### config.mk
export PLATFORM = sky130hd
export DESIGN_NAME = mil1553_encoder_flat
export DESIGN_NICKNAME = d
export VERILOG_FILES = /design/src/rtl/mil1553_encoder_if.sv /design/src/rtl/mil1553_encoder.sv /design/src/flat_wrapper.sv
export SDC_FILE = /design/constraint.sdc
export NUM_CORES = 1
export LEC_CHECK = 0
export CORE_UTILIZATION = 25
export DETAILED_ROUTE_END_ITERATION = 16
export DONT_BUFFER_PORTS = 1
export PLACE_DENSITY = 0.39
export SKIP_CTS_REPAIR_TIMING = 1
export SLEW_MARGIN = 30
export SYNTH_ARGS = -nofsm -noshare
export SYNTH_HDL_FRONTEND = slang
export SYNTH_SLANG_ARGS = --single-unit
### constraint.sdc
create_clock -name clk -period 2.58 [get_ports clk]
set_input_delay 0.774 -clock clk [delete_from_list [all_inputs] [get_ports clk]]
set_output_delay 0.774 -clock clk [all_outputs]
set_load 0.01 [all_outputs]
### src/rtl/mil1553_encoder_if.sv
// Bundle of the word-input handshake and transceiver drive pins of the 1553 encoder.
// master: word source side (drives tdata/tuser/tvalid, observes ready and pins).
// slave : encoder side (consumes the word stream, drives ready and the transceiver pins).
interface mil1553_encoder_if;
    logic [15:0] s_axis_tdata;   // data word, MSB transmitted first
    logic        s_axis_tuser;   // 1 = command/status sync, 0 = data sync
    logic        s_axis_tvalid;  // word available
    logic        s_axis_tready;  // encoder accepts a word this cycle
    logic        diff_p;         // positive bus drive (pmod pin 3)
    logic        diff_n;         // negative bus drive (pmod pin 4)
    logic        tx_en;          // transceiver transmit enable (pmod pin 5)

    modport master (
        output s_axis_tdata,
        output s_axis_tuser,
        output s_axis_tvalid,
        input  s_axis_tready,
        input  diff_p,
        input  diff_n,
        input  tx_en
    );

    modport slave (
        input  s_axis_tdata,
        input  s_axis_tuser,
        input  s_axis_tvalid,
        output s_axis_tready,
        output diff_p,
        output diff_n,
        output tx_en
    );
endinterface

### src/rtl/mil1553_encoder.sv
// Purpose: MIL-STD-1553 Manchester II transmit encoder: sync + 16 data bits + odd parity at 1 Mbit/s.
// Latency: word accepted at edge T drives its first sync level from T+1; word lasts 40*HALF clocks.
// Backpressure: s_axis_tready is high in IDLE and for the single last clock of PARITY, low otherwise.
//
// Ports:
//   clk    - system clock, rising edge
//   resetn - asynchronous active-low reset; clears outputs immediately, discards any partial word
//   bus    - slave modport: s_axis_tdata/tuser/tvalid in, s_axis_tready out,
//            diff_p/diff_n/tx_en transceiver drive out (all registered)
module mil1553_encoder #(
    parameter int CLOCK_SPEED = 100000000
) (
    input  logic               clk,
    input  logic               resetn,
    mil1553_encoder_if.slave   bus
);

    // Clocks per half-bit (500 ns at 1 Mbit/s).
    localparam int HALF  = CLOCK_SPEED / 2000000;
    localparam int CNT_W = (HALF > 1) ? $clog2(HALF) : 1;
    localparam int IDX_W = 6;  // half-bit index 0..39

    localparam logic [CNT_W-1:0] CNT_LAST      = CNT_W'(HALF - 1);
    localparam logic [IDX_W-1:0] IDX_SYNC_MID  = IDX_W'(3);   // sync level flips here
    localparam logic [IDX_W-1:0] IDX_SYNC_LAST = IDX_W'(5);
    localparam logic [IDX_W-1:0] IDX_DATA_LAST = IDX_W'(37);
    localparam logic [IDX_W-1:0] IDX_WORD_LAST = IDX_W'(39);

    typedef enum logic [1:0] {
        S_IDLE,
        S_SYNC,
        S_DATA,
        S_PARITY
    } state_t;

    state_t           r_state;
    logic [CNT_W-1:0] r_cnt;
    logic [IDX_W-1:0] r_idx;
    logic [16:0]      r_shift;   // {data[15:0], parity}; bit 16 is the bit on the wire
    logic             r_cmd;     // latched sync type
    logic             r_rdy;
    logic             r_diff_p;
    logic             r_diff_n;
    logic             r_tx_en;

    state_t           w_state_nxt;
    logic [CNT_W-1:0] w_cnt_nxt;
    logic [IDX_W-1:0] w_idx_nxt;
    logic [16:0]      w_shift_nxt;
    logic             w_cmd_nxt;
    logic             w_rdy_nxt;
    logic             w_level_nxt;
    logic             w_tx_nxt;
    logic             w_accept;
    logic             w_half_end;
    logic [16:0]      w_load_word;

    assign w_accept    = bus.s_axis_tvalid & r_rdy;
    assign w_half_end  = (r_cnt == CNT_LAST);
    assign w_load_word = {bus.s_axis_tdata, ~^bus.s_axis_tdata};

    // State register and registered outputs.
    always_ff @(posedge clk or negedge resetn) begin
        if (!resetn) begin
            r_state  <= S_IDLE;
            r_cnt    <= '0;
            r_idx    <= '0;
            r_shift  <= '0;
            r_cmd    <= 1'b0;
            r_rdy    <= 1'b0;
            r_diff_p <= 1'b0;
            r_diff_n <= 1'b0;
            r_tx_en  <= 1'b0;
        end else begin
            r_state  <= w_state_nxt;
            r_cnt    <= w_cnt_nxt;
            r_idx    <= w_idx_nxt;
            r_shift  <= w_shift_nxt;
            r_cmd    <= w_cmd_nxt;
            r_rdy    <= w_rdy_nxt;
            r_diff_p <= w_level_nxt;
            r_diff_n <= w_tx_nxt & ~w_level_nxt;
            r_tx_en  <= w_tx_nxt;
        end
    end

    // Next-state and next-output logic. Outputs are computed from the
    // next-state values so that the registered pins line up exactly with
    // the half-bit boundaries (no one-cycle skew between state and pins).
    always_comb begin
        w_state_nxt = r_state;
        w_cnt_nxt   = r_cnt;
        w_idx_nxt   = r_idx;
        w_shift_nxt = r_shift;
        w_cmd_nxt   = r_cmd;

        case (r_state)
            S_IDLE: begin
                if (w_accept) begin
                    w_state_nxt = S_SYNC;
                    w_cnt_nxt   = '0;
                    w_idx_nxt   = '0;
                    w_shift_nxt = w_load_word;
                    w_cmd_nxt   = bus.s_axis_tuser;
                end
            end
            default: begin
                if (!w_half_end) begin
                    w_cnt_nxt = r_cnt + CNT_W'(1);
                end else begin
                    w_cnt_nxt = '0;
                    w_idx_nxt = r_idx + IDX_W'(1);
                    case (r_state)
                        S_SYNC: begin
                            if (r_idx == IDX_SYNC_LAST) begin
                                w_state_nxt = S_DATA;
                            end
                        end
                        S_DATA: begin
                            // Data starts on an even index, so odd index = second half of a bit.
                            if (r_idx[0]) begin
                                w_shift_nxt = {r_shift[15:0], 1'b0};
                            end
                            if (r_idx == IDX_DATA_LAST) begin
                                w_state_nxt = S_PARITY;
                            end
                        end
                        default: begin
                            if (r_idx == IDX_WORD_LAST) begin
                                w_idx_nxt = '0;
                                if (w_accept) begin
                                    // Back-to-back: next sync follows with no gap.
                                    w_state_nxt = S_SYNC;
                                    w_shift_nxt = w_load_word;
                                    w_cmd_nxt   = bus.s_axis_tuser;
                                end else begin
                                    w_state_nxt = S_IDLE;
                                end
                            end
                        end
                    endcase
                end
            end
        endcase

        // Line level for the cycle following this edge.
        w_level_nxt = 1'b0;
        case (w_state_nxt)
            S_IDLE: w_level_nxt = 1'b0;
            S_SYNC: w_level_nxt = w_cmd_nxt ? (w_idx_nxt < IDX_SYNC_MID)
                                            : (w_idx_nxt >= IDX_SYNC_MID);
            // Manchester II: first half carries the bit, second half its complement.
            default: w_level_nxt = w_idx_nxt[0] ? ~w_shift_nxt[16] : w_shift_nxt[16];
        endcase

        w_tx_nxt  = (w_state_nxt != S_IDLE);

        // Ready is a registered decode of where the FSM will be, so it never
        // depends combinationally on tvalid and is low while in reset.
        w_rdy_nxt = (w_state_nxt == S_IDLE) ||
                    ((w_state_nxt == S_PARITY) &&
                     (w_idx_nxt == IDX_WORD_LAST) &&
                     (w_cnt_nxt == CNT_LAST));
    end

    assign bus.s_axis_tready = r_rdy;
    assign bus.diff_p        = r_diff_p;
    assign bus.diff_n        = r_diff_n;
    assign bus.tx_en         = r_tx_en;

endmodule

### src/flat_wrapper.sv
// flat-port wrapper written by rule: the top's interface ports become plain ports
module mil1553_encoder_flat 
#(
    parameter int CLOCK_SPEED = 100000000
)
  (clk, resetn, bus_s_axis_tdata, bus_s_axis_tuser, bus_s_axis_tvalid, bus_s_axis_tready, bus_diff_p, bus_diff_n, bus_tx_en);
  mil1553_encoder_if bus_i ();
  input  logic clk;
  input  logic resetn;
  input wire logic [$bits(bus_i.s_axis_tdata)-1:0] bus_s_axis_tdata;
  input wire logic [$bits(bus_i.s_axis_tuser)-1:0] bus_s_axis_tuser;
  input wire logic [$bits(bus_i.s_axis_tvalid)-1:0] bus_s_axis_tvalid;
  output wire logic [$bits(bus_i.s_axis_tready)-1:0] bus_s_axis_tready;
  output wire logic [$bits(bus_i.diff_p)-1:0] bus_diff_p;
  output wire logic [$bits(bus_i.diff_n)-1:0] bus_diff_n;
  output wire logic [$bits(bus_i.tx_en)-1:0] bus_tx_en;
  assign bus_i.s_axis_tdata = bus_s_axis_tdata;
  assign bus_i.s_axis_tuser = bus_s_axis_tuser;
  assign bus_i.s_axis_tvalid = bus_s_axis_tvalid;
  assign bus_s_axis_tready = bus_i.s_axis_tready;
  assign bus_diff_p = bus_i.diff_p;
  assign bus_diff_n = bus_i.diff_n;
  assign bus_tx_en = bus_i.tx_en;
  mil1553_encoder #(.CLOCK_SPEED(CLOCK_SPEED)) u_core (.clk(clk), .resetn(resetn), .bus(bus_i));
endmodule
Yosys cells after proc, flatten, opt, wreduce, memory -nomap -nowiden
Index checks and enable logic that the tools add are counted.
Widths: inputs -> output; s select.
{"block": "op_classes", "add_sub_neg": 2, "n_mux": 30, "n_bitwise": 4, "order_cmp": 2, "reduce_logical": 11, "eq_ne": 12}
{"cell": "$mux 17", "n": 5}
{"cell": "$mux 6", "n": 8}
{"cell": "$pmux 17 s2", "n": 1}
{"cell": "$eq 6x6->1 const B", "n": 5}
{"cell": "$reduce_xnor 16->1", "n": 1}
{"cell": "$add 6x1->6 const B", "n": 2}
{"cell": "$mux 2", "n": 6}
{"cell": "$mux 1", "n": 8}
{"cell": "$eq 6x3->1 const B", "n": 1}
{"cell": "$ge 6x2->1 const B", "n": 1}
{"cell": "$lt 6x2->1 const B", "n": 1}
{"cell": "$eq 2x1->1 const B", "n": 2}
{"cell": "$eq 2x2->1 const B", "n": 2}
{"cell": "$logic_not 2->1", "n": 2}
{"cell": "$pmux 2 s2", "n": 1}
{"cell": "$reduce_and 4->1", "n": 1}
{"cell": "$reduce_bool 2->1", "n": 2}
{"cell": "$ne 3x2->1 const B", "n": 1}
{"cell": "$reduce_bool 3->1", "n": 1}
{"cell": "$and 1x1->1", "n": 2}
{"cell": "$logic_and 1x1->1", "n": 2}
{"cell": "$ne 2x2->1 const B", "n": 1}
{"cell": "$not 1->1", "n": 2}
{"cell": "$pmux 1 s2", "n": 1}
{"cell": "2 further kinds", "n": 2}
{"block": "totals", "output_inout_bits": 4, "elab_cells": 71, "regBits": 36, "inputBits": 20}

Depth between registers and ports, before layout
{"block": "logic_depth", "depth_word": 11, "depth_mapped": 10, "mapped_depth_nobuf": 9}

Worst setup path before layout
OpenSTA, ideal clock, no wires.
{"block": "synth_timing", "path_type": "register to register", "from": "register u_core.r_state[0]", "to": "register u_core.r_diff_n, in the netlist u_core.bus.diff_n", "setup_ns": 0.121, "path_slack_ns": 0.464, "period_less_slack_ns": 2.116, "t_required_ns": 2.459, "arrival_ns": 1.996, "path_stages_with_launch": 11, "path_buffers": 1, "cell_sequence": "dfrtp_1 > inv_1 > ha_1 > buf_2 > a21boi_1 > nand2_1 > o41a_1 > o31ai_1 > a211oi_2 > xnor2_1 > a22o_1"}
{"block": "synth_via", "elab_chain_len": 10, "elab_cells_between_ends": 31, "cone_classes": "order compare: 2; eq/ne: 3; mux: 19; bitwise: 3; reduce/logical: 4"}
{"item": "start: declaration", "line_no": "mil1553_encoder.sv:36", "text": "state_t r_state;"}
{"item": "start signal: assignment", "line_no": "mil1553_encoder.sv:75", "text": "r_state <= w_state_nxt;"}
{"item": "$eq 2x1->1 / $eq 2x2->1 (equally long branches)", "line_no": "mil1553_encoder.sv:113", "text": "case (r_state)"}
{"item": "$reduce_or 2->1 (no line)"}
{"item": "$mux 6", "line_no": "mil1553_encoder.sv:113"}
{"item": "$mux 6", "line_no": "mil1553_encoder.sv:108", "text": "if (!w_half_end) begin"}
{"item": "$mux 6 (*)", "line_no": "mil1553_encoder.sv:97", "text": "case (r_state)"}
{"item": "via u_core.w_idx_nxt[5]", "line_no": "mil1553_encoder.sv:48", "text": "logic [IDX_W-1:0] w_idx_nxt;"}
{"item": "$ge 6x2->1 / $lt 6x2->1 (equally long branches)", "line_no": "mil1553_encoder.sv:151, mil1553_encoder.sv:150"}
{"item": "$mux 1 (*)", "line_no": "mil1553_encoder.sv:150", "text": "S_SYNC: w_level_nxt = w_cmd_nxt ? (w_idx_nxt < IDX_SYNC_MID)"}
{"item": "$pmux 1 s2 (*)", "line_no": "mil1553_encoder.sv:148", "text": "case (w_state_nxt)"}
{"item": "$not 1->1 (*)", "line_no": "mil1553_encoder.sv:82", "text": "r_diff_n <= w_tx_nxt & ~w_level_nxt;"}
{"item": "$and 1x1->1 (*)", "line_no": "mil1553_encoder.sv:82"}
{"item": "end signal: assignment", "line_no": "mil1553_encoder.sv:82"}
{"item": "end: declaration", "line_no": "mil1553_encoder.sv:43", "text": "logic r_diff_n;"}
The timed path passes the listed nets; every way through them passes the cells marked *. The select of a mux whose other input is x is not followed.
A chain may end at the register's enable or synchronous reset.

Worst setup path after layout
{"block": "layout_timing", "from": "register u_core.r_state[0]", "to": "register u_core.r_diff_n, in the netlist u_core.bus.diff_n"}
{"block": "layout_via", "elab_chain_len": 10, "elab_cells_between_ends": 31, "cone_classes": "order compare: 2; eq/ne: 3; mux: 19; bitwise: 3; reduce/logical: 4"}
{"item": "$eq 2x1->1 / $eq 2x2->1 (equally long branches)", "line_no": "mil1553_encoder.sv:113"}
{"item": "$reduce_or 2->1 (no line)"}
{"item": "$mux 6", "line_no": "mil1553_encoder.sv:113"}
{"item": "$mux 6", "line_no": "mil1553_encoder.sv:108"}
{"item": "$mux 6", "line_no": "mil1553_encoder.sv:97"}
{"item": "$ge 6x2->1 / $lt 6x2->1 (equally long branches)", "line_no": "mil1553_encoder.sv:151, mil1553_encoder.sv:150"}
{"item": "$mux 1", "line_no": "mil1553_encoder.sv:150"}
{"item": "$pmux 1 s2", "line_no": "mil1553_encoder.sv:148"}
{"item": "$not 1->1", "line_no": "mil1553_encoder.sv:82"}
{"item": "$and 1x1->1 (*)", "line_no": "mil1553_encoder.sv:82"}
Mark *: on every way between the ends. The rest lies on a longest branch, timed or not. The select of a mux whose other input is x is not followed.

==> results.ini <==
[status]
outcome = complete, no violations

[sta]
final_hold_viol_count = 0
rsz0062_at_grt = no
drv_slew = 0
finalSetupViolations = 0
fin_crit_ns = 2.401
tightest_slew_ns = 0.5985
fmax_ghz = 0.4164
finalSetupTns_ns = 0
maxSlewHeadroom_pct = 60.01
skew_ns = 0.01305
min_period_over_period_pct = 93.07

[cts]
clock-root-buffer = clkbuf_8
clk_pin_slew_worst_paths_ns = 0.09
clock_path_buffers = 2
cts.sink_count = 36
cts_made_buffers = 5
cts_tree = done
clock_latency_ns = 0.30
htree_levels = 2

[yosys]
synthTopCellsByCount = 37 x nand2_1, 36 x dfrtp_1, 19 x o21ai_0
syn_area_um2 = 2257
ys_ff_latch = 36
synthesis.nets = 265
synth_most_common_cell = nand2_1
avgSynthCellArea_um2 = 9.524
yosysTopAreaCellShare_pct = 39.91
synth.top_cells.by_area = dfrtp_1 40%, nand2_1 6.2%, xnor2_1 5.8%
syn_inst = 237
yosys_warnings = 0
ys_seq_area_share_pct = 39.91
synth_edf_count = 0
synth_top_area_cell = dfrtp_1
synth_top_flop_cell = dfrtp_1
synth_cell_types = 55
async_reset_ff_share_pct = 100.0

[critical_path]
cp.arrival_ns = 2.59
cp.required_ns = 2.76
crit_type = flop to flop
endpoint_kind = flop
start_kind = flop
critPathMaxFanout = 9

[placement]
dp_hpwl_mm = 4.274
portBuffers = 0
globalplace.congestion = 0.8304

[finish]
multi_input_area_um2 = 1271
drive_gt1_share_pct = 14.74
fin_util_pct = 30.04
ff_latch_area_um2 = 900.9
area_delta_synth_final_pct = 16.08
antenna_cells = 0
num-fill-cells = 902
layout.nets = 278

[floorplan]
core_um2 = 8721
io_pins = 24
start_util_pct = 25.88
die_h_um = 97.02
std_cell_rows = 34
dieArea_um2 = 9413
die_w_um = 97.02

[drt]
drcViolationCount = 0
wl_per_cell_um = 16.77
vias = 1829
postRouteAntennaNets = 0
first_pass_iters = 4
dr.first_iter.drc_count = 115
wirelength_mm = 6.019
drt-vias-per-instance = 5.095

[global_route]
grt_pass1_vias = 1905
grt_start_max_net_pins = 37
overflow = 0
track_usage_pct = 13.52
antenna_found_initial = 0
grt_pass1_wl_mm = 10.19

[min_path]
hold_path_class = input pin to asynchronous set/reset pin

[power]
power_leakage_nw = 1.086
p_per_area_nw_per_um2 = 1016
vdd_drop_max_mv = 0.5314

[run]
drv_cap = 0

[sequential cells by signal, indices dropped and copies added (netlist names)]
register and count:
u_core.bus.diff_n 1, u_core.bus.diff_p 1, u_core.bus.s_axis_tready 1, u_core.bus.tx_en 1, u_core.r_cmd 1, u_core.r_cnt 6
u_core.r_idx 6, u_core.r_shift 17, u_core.r_state 2
[worst max-delay path, stage by stage (launching register included)]
cell      delay, ns
dfrtp_1        0.41
inv_1          0.12
ha_1           0.32
a21boi_1       0.17
buf_4          0.17
o311ai_2       0.34
nand4b_1       0.19
a211oi_2       0.20
xnor2_1        0.12
a22o_1         0.22
[through the flow]
step | power [mW] | setup WS (ns) | cell area [um^2] | hold WS [ns] | instances
after floorplan | 1.638 | 0.4635 | 2257 | 0.4507 | 237
after global placement | 1.967 | 0.2338 | 2455 | 0.4637 | 351
after detailed placement | 1.954 | 0.2207 | 2455 | 0.4750 | 351
after CTS | 2.686 | 0.1766 | 2614 | 0.1459 | 359
after global routing | 2.849 | 0.02032 | 2620 | 0.1413 | 359
final | 2.661 | 0.1787 | 2620 | 0.1556 | 359
[cell families after synthesis]
group                      Yosys count  synth area share (%)
AOI/OAI and AO/OA                   81                 25.28
and+or+nand+nor                     71                 18.46
DFF                                 36                 39.91
buffers and inverters               21                 4.047
xor gates and xnor gates            18                 6.985
adders and majority gates            8                 4.435
muxes                                2                0.8870
[worst paths after layout]
check	end	cells after the start	slack [ns]	startpoint
worst max-delay path	u_core.bus.diff_n$_DFF_PN0_	9	0.18	u_core.r_state[0]$_DFF_PN0_
worst min-delay path	u_core.r_shift[9]$_DFFE_PN0P_	0	0.16	resetn
worst max register to register	u_core.bus.diff_n$_DFF_PN0_	9	0.18	u_core.r_state[0]$_DFF_PN0_
worst min register to register	u_core.r_shift[14]$_DFFE_PN0P_	2	0.49	u_core.r_shift[14]$_DFFE_PN0P_
max in group asynchronous	u_core.r_idx[3]$_DFF_PN0_	0	2.33	resetn
min in group clk	u_core.r_shift[14]$_DFFE_PN0P_	2	0.49	u_core.r_shift[14]$_DFFE_PN0P_
[power by group]
part	switching, mW	leakage [nW]	internal (mW)
sequential	0.193	0.462	0.749
clock	0.229	0.0784	0.484
combinational	0.571	0.545	0.436
[routing by layer]
metal  share of wire [%]  global-route usage (%)  vias to the layer above  wire length (um)
li1                    -                       -                      894                 -
met1                  48                   18.66                      878              2914
met2                  46                   21.34                       48              2758
met3                 4.1                   2.240                        9               246
met4                 1.6                   4.592                        0                99
met5                   0                       0                        -                 0
[cell usage in the layout, fill, tap and decap left out, types with 8 or more instances in the layout]
master	Yosys	final
a21oi_1	9	9
a22oi_1	15	15
buf_4	0	14
dfrtp_1	36	36
ha_1	8	8
inv_1	13	13
nand2_1	37	37
o21ai_0	19	19
xnor2_1	15	15
[final cells by class]
cell class,instances,share of cell area [%]
multi-input combinational,180,48.52
tap,108,5.158
timing repair buffer,14,4.011
clock buffer,5,2.627
sequential,36,34.38
inverter,13,1.862
clock inverter,3,3.438
No activity file was read; power rests on OpenSTA's default activity.
